==> config.mk <==
export PLATFORM = sky130hd
export DESIGN_NAME = mem_stage
export DESIGN_NICKNAME = d
export VERILOG_FILES = /design/src/rtl/mem_stage.sv
export SDC_FILE = /design/constraint.sdc
export NUM_CORES = 1
export LEC_CHECK = 0
export CAP_MARGIN = 10
export CORE_AREA = 4 4 158 160
export CTS_BUF_LIST = sky130_fd_sc_hd__clkbuf_4 sky130_fd_sc_hd__clkbuf_8 sky130_fd_sc_hd__clkbuf_16
export DETAILED_ROUTE_END_ITERATION = 6
export DIE_AREA = 0 0 162 164
export GPL_TIMING_DRIVEN = 0
export PLACE_DENSITY = 0.87
export SLEW_MARGIN = 20
export SYNTH_ARGS = -nofsm -noshare
export SYNTH_HDL_FRONTEND = slang
export SYNTH_SLANG_ARGS = --single-unit
==> constraint.sdc <==
create_clock -name clk -period 3.99 [get_ports clk]
set_clock_uncertainty 0.05 [all_clocks]
set_input_delay 0.798 -clock clk [delete_from_list [all_inputs] [get_ports clk]]
set_output_delay 0.798 -clock clk [all_outputs]
set_load 0.01 [all_outputs]
==> src/rtl/mem_stage.sv <==
// mem_stage: MIPS memory stage; waits for data_ok, aligns load data, absorbs flushed responses
module mem_stage (
   input  logic         clk,
   input  logic         reset,
   input  logic         es_to_ms_valid,
   input  logic [165:0] es_to_ms_bus,
   output logic         ms_allowin,
   input  logic         ws_allowin,
   output logic         ms_to_ws_valid,
   output logic [154:0] ms_to_ws_bus,
   output logic [42:0]  ms_res,
   output logic [6:0]   memexc,
   input  logic         wbexc,
   input  logic [31:0]  data_sram_rdata,
   input  logic         data_sram_dataok
);
   typedef enum logic [1:0] {S_EMPTY = 2'd0, S_WAIT = 2'd1, S_READY = 2'd2} state_t;
   state_t       r_state;
   state_t       w_state_nxt;
   logic [165:0] r_bus;
   logic [31:0]  r_data_buf;
   logic         r_buf_valid;
   logic [1:0]   r_discard;
   logic         w_ms_valid;
   logic         w_resp_ok;
   logic         w_ready_go;
   logic         w_accept;
   logic         w_handoff;
   logic         w_es_owes;
   logic         w_disc_inc;
   logic         w_disc_dec;
   logic [6:0]   w_exc;
   logic [1:0]   w_k;
   logic [6:0]   w_op;
   logic         w_rfm;
   logic [31:0]  w_raw;
   logic [31:0]  w_shr;
   logic [31:0]  w_shl;
   logic [15:0]  w_half;
   logic [31:0]  w_load;
   logic [31:0]  w_final;
   logic [3:0]   w_gwe;
   logic         w_unused;
   assign w_exc      = r_bus[121:115];
   assign w_k        = r_bus[114:113];
   assign w_op       = r_bus[112:106];
   assign w_rfm      = r_bus[73];
   assign w_unused   = ^{r_bus[165], w_op[0]};
   assign w_es_owes  = (es_to_ms_bus[121:115] == 7'd0) && (es_to_ms_bus[73] || es_to_ms_bus[165]);
   assign w_ms_valid = r_state != S_EMPTY;
   assign w_resp_ok  = data_sram_dataok && (r_discard == 2'd0);
   assign w_ready_go = (r_state == S_READY) || ((r_state == S_WAIT) && w_resp_ok);
   assign ms_allowin = !w_ms_valid || (w_ready_go && ws_allowin);
   assign ms_to_ws_valid = w_ms_valid && w_ready_go && !wbexc;
   assign w_accept   = es_to_ms_valid && ms_allowin;
   assign w_handoff  = ms_to_ws_valid && ws_allowin;
   assign w_disc_inc = wbexc && (r_state == S_WAIT) && !w_resp_ok;
   assign w_disc_dec = data_sram_dataok && (r_discard != 2'd0);
   // next pipeline state: flush wins, then a new entry, then handoff, then response arrival
   always_comb begin
      w_state_nxt = r_state;
      if (wbexc)
         w_state_nxt = S_EMPTY;
      else if (w_accept)
         w_state_nxt = w_es_owes ? S_WAIT : S_READY;
      else if (w_handoff)
         w_state_nxt = S_EMPTY;
      else if ((r_state == S_WAIT) && w_resp_ok)
         w_state_nxt = S_READY;
   end
   // state register
   always_ff @(posedge clk) begin
      if (reset)
         r_state <= S_EMPTY;
      else
         r_state <= w_state_nxt;
   end
   // instruction bus register, loaded only on acceptance
   always_ff @(posedge clk) begin
      if (reset)
         r_bus <= '0;
      else if (w_accept)
         r_bus <= es_to_ms_bus;
   end
   // hold a response that arrived while write-back was stalled
   always_ff @(posedge clk) begin
      if (reset || wbexc || w_handoff) begin
         r_buf_valid <= 1'b0;
         r_data_buf  <= '0;
      end else if ((r_state == S_WAIT) && w_resp_ok && !ws_allowin) begin
         r_buf_valid <= 1'b1;
         r_data_buf  <= data_sram_rdata;
      end
   end
   // count responses still owed by flushed accesses; saturates at 3
   always_ff @(posedge clk) begin
      if (reset)
         r_discard <= 2'd0;
      else if (w_disc_inc && !w_disc_dec && (r_discard != 2'd3))
         r_discard <= r_discard + 2'd1;
      else if (w_disc_dec && !w_disc_inc)
         r_discard <= r_discard - 2'd1;
   end
   // load alignment and extension; 3-k equals ~k for a 2-bit k
   always_comb begin
      w_raw   = r_buf_valid ? r_data_buf : data_sram_rdata;
      w_shr   = w_raw >> {w_k, 3'b000};
      w_shl   = w_raw << {~w_k, 3'b000};
      w_half  = w_k[1] ? w_raw[31:16] : w_raw[15:0];
      w_load  = w_op[1] ? {{24{w_shr[7]}}, w_shr[7:0]} :
                w_op[2] ? {24'd0, w_shr[7:0]} :
                w_op[3] ? {{16{w_half[15]}}, w_half} :
                w_op[4] ? {16'd0, w_half} :
                w_op[5] ? w_shl :
                w_op[6] ? w_shr : w_raw;
      w_final = w_rfm ? w_load : r_bus[63:32];
      w_gwe   = (w_exc != 7'd0) ? 4'd0 :
                (w_rfm && w_op[5]) ? 4'hf << ~w_k :
                (w_rfm && w_op[6]) ? 4'hf >> w_k : r_bus[72:69];
   end
   assign ms_to_ws_bus = {r_bus[164], r_bus[163:122], w_exc, r_bus[105:74], w_gwe, r_bus[68:64], w_final, r_bus[31:0]};
   assign ms_res       = {w_ms_valid && r_bus[163], r_state == S_WAIT, w_ms_valid ? w_gwe : 4'd0, r_bus[68:64], w_final};
   assign memexc       = w_ms_valid ? w_exc : 7'd0;
endmodule
==> impl_results.md <==
- Via/cell ratio: approximately 5.7
- Fmax: approximately 0.25 GHz
- Hold WC Path Type: flop to flop
- TNS Setup: 0 ns
- Cells on worst reg2reg path: 7
- Layout area overhead: 48.4%
- Final setup violation count: 0
- Critical path, cell by cell: buf_6, buf_4, mux2i_1, a22o_1, or3_4, o21ai_4, buf_6, o22a_1, buf_4, clkdlybuf4s50_1
- Multi-input gate area: 6130 sq um
- First drt pass iteration count: 5
- Largest net degree at the start of global routing: 13
- Outcome: finished clean
- Hold Path Stages: 2
- Hold Fails Final Rpt: 0
- DP HPWL: between 30,000 and 40,000 microns
- Initial Util: 0.496
- Io pins: about 400
- Share of cells above drive strength 1: 0.196
- CP arrival: approximately 3.1 ns
- CTS Hold Buffers Added: 0
- Cells after synthesis: 1,476
- Reg2reg setup slack: 1.63 ns
- Vias in the first global route: 12,600
- Avg WL per Cell: 22.2 microns
- Tmin final: ~4.0 ns
- Initial antenna violation count: 1
- Register area share after synthesis: 0.347
- Synthesized Nets: 1,680
- GR Overflow Total: 0
- Die width: 162 microns
- Async set or reset register ratio after synthesis: 0
- Seq cells post-synth: 201
- Die area: 26,600 sq um
- Final ANT Viol Nets: 0
- Cell row count: 56
- Hold path endpoint: r_bus[158]
- Peak per-stage delay on the critical path: between 0.5 and 0.6 ns
- Clock Tree Root: clkbuf_16
- Area contributors post-synth: dfxtp_1 (35%), nand2_1 (13%), buf_4 (10%)
- Drt drc: 0
- Port bufs: about 410
- All-layer global routing usage: 0.353
- FF+latch area: just over 4000 sq um
- EDFF count, synth: 0
- Routability cong.: 0.958
- Placed insts: 2,204
- Total Nets Final: 2,119
- Crit Reg-Reg Endpoint: r_bus[11]
- Post-synth top area share: 0.347
- Worst IR drop on VDD: 0.280 mV
- RSZ-0062 raised after global routing: true
- Non-filler cells, final: around 2,300
- Leak: 6.78 nW
- Mapped cell area: 11,600 sq um
- Fill count: 1,809
- 1st-iter DRT viols: 1,222
- Worst Max-Slew Pin Slew: 0.713 ns
- WP data required: 3.14 ns
- MaxCap Viol Count: 0
- Core box area: approximately 23,000 sq um
- CTS H-tree depth: 1
- Via count: 12,900
- CTS tree: built
- HP Start: r_bus[158]
- Yosys warnings: 0
- Critical path class: flop to output port
- Pwr Density: 335 nW/um^2
- Crit-path max FO: 10
- Die Height: 164 microns
- First-pass GRT wire length: roughly 73,000 microns
- TritonCTS Buffers: 23
- Syn Area/Cell: a little under 8 sq um
- Cell taking the most area after synthesis: dfxtp_1
- Prevailing post-synth register cell: dfxtp_1
- Util after Layout: 0.736
- Synth unique cells: 58
- Clk pin slew, worst setup/hold paths: 0.06 ns
- Slowest cell on the critical path: clkdlybuf4s50_1
- Slew headroom: 0.525
- Final period utilization: 0.994
- CTS Sinks: 201
- Clk buf depth: 3
- Max Slew Vio Count: 0
- Overall Power: 5.78 mW
- Total wire length: 49,900 microns
- Critical path capture point type: output port
- Setup crit start kind: flop
- Worst setup startpoint: r_bus[113]
- Worst R2R Start: r_discard[0]
- Worst skew pair latency: 0.52 ns
==> cell usage in the layout, fill, tap and decap left out, types with 10 or more instances in the layout <==
cell type	Yosys	layout
dfxtp_1	201	200
buf_2	33	21
o22ai_1	18	12
clkbuf_4	0	14
dlygate4sd2_1	0	25
clkbuf_16	0	23
nand2_1	413	411
nor2b_1	16	16
clkdlybuf4s50_1	0	369
or2_2	10	10
nor2_1	48	47
o21ai_0	31	29
buf_6	5	11
mux2_1	13	11
mux2_2	22	24
clkbuf_1	58	46
a21oi_1	213	206
mux2i_1	45	41
o22a_1	20	19
a211oi_1	15	10
mux4_2	28	28
buf_4	161	173
==> cell usage after synthesis, types with 3 or more instances <==
cell type / instances
o2bb2ai_1: 5
nand2b_1: 4
o22a_1: 20
nand2_1: 413
a221oi_1: 6
mux2_4: 4
mux2_1: 13
or2_2: 10
buf_2: 33
inv_1: 9
o21a_1: 4
dfxtp_1: 201
nor2_1: 48
nor3_1: 10
buf_4: 161
o221a_2: 5
buf_6: 5
mux2i_1: 45
nor4_1: 3
o22ai_1: 18
clkbuf_1: 58
and3_1: 5
mux4_2: 28
or3_1: 5
a22oi_1: 6
a22o_1: 8
nor2b_1: 16
a211oi_1: 15
buf_1: 8
o21ai_0: 31
mux2_2: 22
a31oi_1: 8
o41ai_1: 8
a21oi_1: 213
==> cell type report <==
cell class / count / area share
inverters: 9 / 0.00196
diodes: 2 / 0.000290
clock inverters: 4 / 0.00247
well taps: 319 / 0.0232
flip-flops and latches: 201 / 0.234
clock buffers: 36 / 0.0402
repair buffers: 416 / 0.238
multi-input cells: 1001 / 0.356
plain buffers: 263 / 0.104
==> metal layers <==
layer  global-route usage  up-vias  wire (microns)
li1                     -     5803               -
met1                0.431     6175           18200
met2                0.599      779           24000
met5                    0        -               0
met3               0.0838      156            5160
met4                0.153        0            2560
==> kinds of logic (layout without fill, tap and decap cells) <==
family          count (synthesis)  after routing  synth area share
xor+xnor                        1              1          0.000755
simple gates                  526            526             0.185
buf+inv                       274            728             0.147
flops                         201            201             0.347
other cells                     0              2                 0
compound gates                362            362             0.187
mux                           112            112             0.132
==> per-stage QoR <==
stage | hold WS (ns) | instance area (sq um) | setup slack (ns)
6_report | 0.404 | 17200 | 0.0241
3_3_place_gp | 0.390 | 16100 | -0.397
2_1_floorplan | 0.382 | 11600 | 0.997
4_1_cts | 0.404 | 17000 | -0.0787
3_5_place_dp | 0.397 | 16100 | -0.430
5_1_grt | 0.418 | 17200 | -0.0266
==> sequential cells by signal, indices dropped and copies added (netlist names) <==
| register | cells |
|---|---|
| r_bus | 164 |
| r_data_buf | 32 |
| r_discard | 2 |
| r_state | 2 |
| r_buf_valid | 1 |
==> critical path, delay by kind of cell, from the launching register on <==
family	cells	cell delay, ns
AO/OA/AOI/OAI	3	0.66
multiplexers	1	0.13
buffers and inverters	5	1.12
AND/OR/NAND/NOR	1	0.37
flip-flops	1	0.31
==> power breakdown <==
group	total, mW	switching (mW)	internal, mW	leakage, nW
Clock	2.08	0.874	1.20	0.373
Combinational	1.53	0.730	0.803	4.76
Sequential	2.17	0.0623	2.10	1.65
==> worst max path at each step <==
| stage | slack, ns | depth (start not counted) | endpoint |
|---|---|---|---|
| final | 0.02 | 10 | ms_to_ws_bus[49] |
| after floorplan | 1.0 | 7 | ms_to_ws_bus[57] |
| after global placement | -0.40 | 9 | ms_to_ws_bus[40] |
| after CTS | -0.08 | 10 | ms_to_ws_bus[49] |
| after global routing | -0.03 | 10 | ms_to_ws_bus[49] |
| after detailed placement | -0.43 | 9 | ms_to_ws_bus[40] |
==> timing repair <==
item | in CTS | in global routing
gates resized for setup | 70 | 78
setup endpoints to repair | 61 | 56
pin swaps | 3 | 8
setup buffers | 2 | 5
Note: power is estimated with default switching activity, not from simulation.
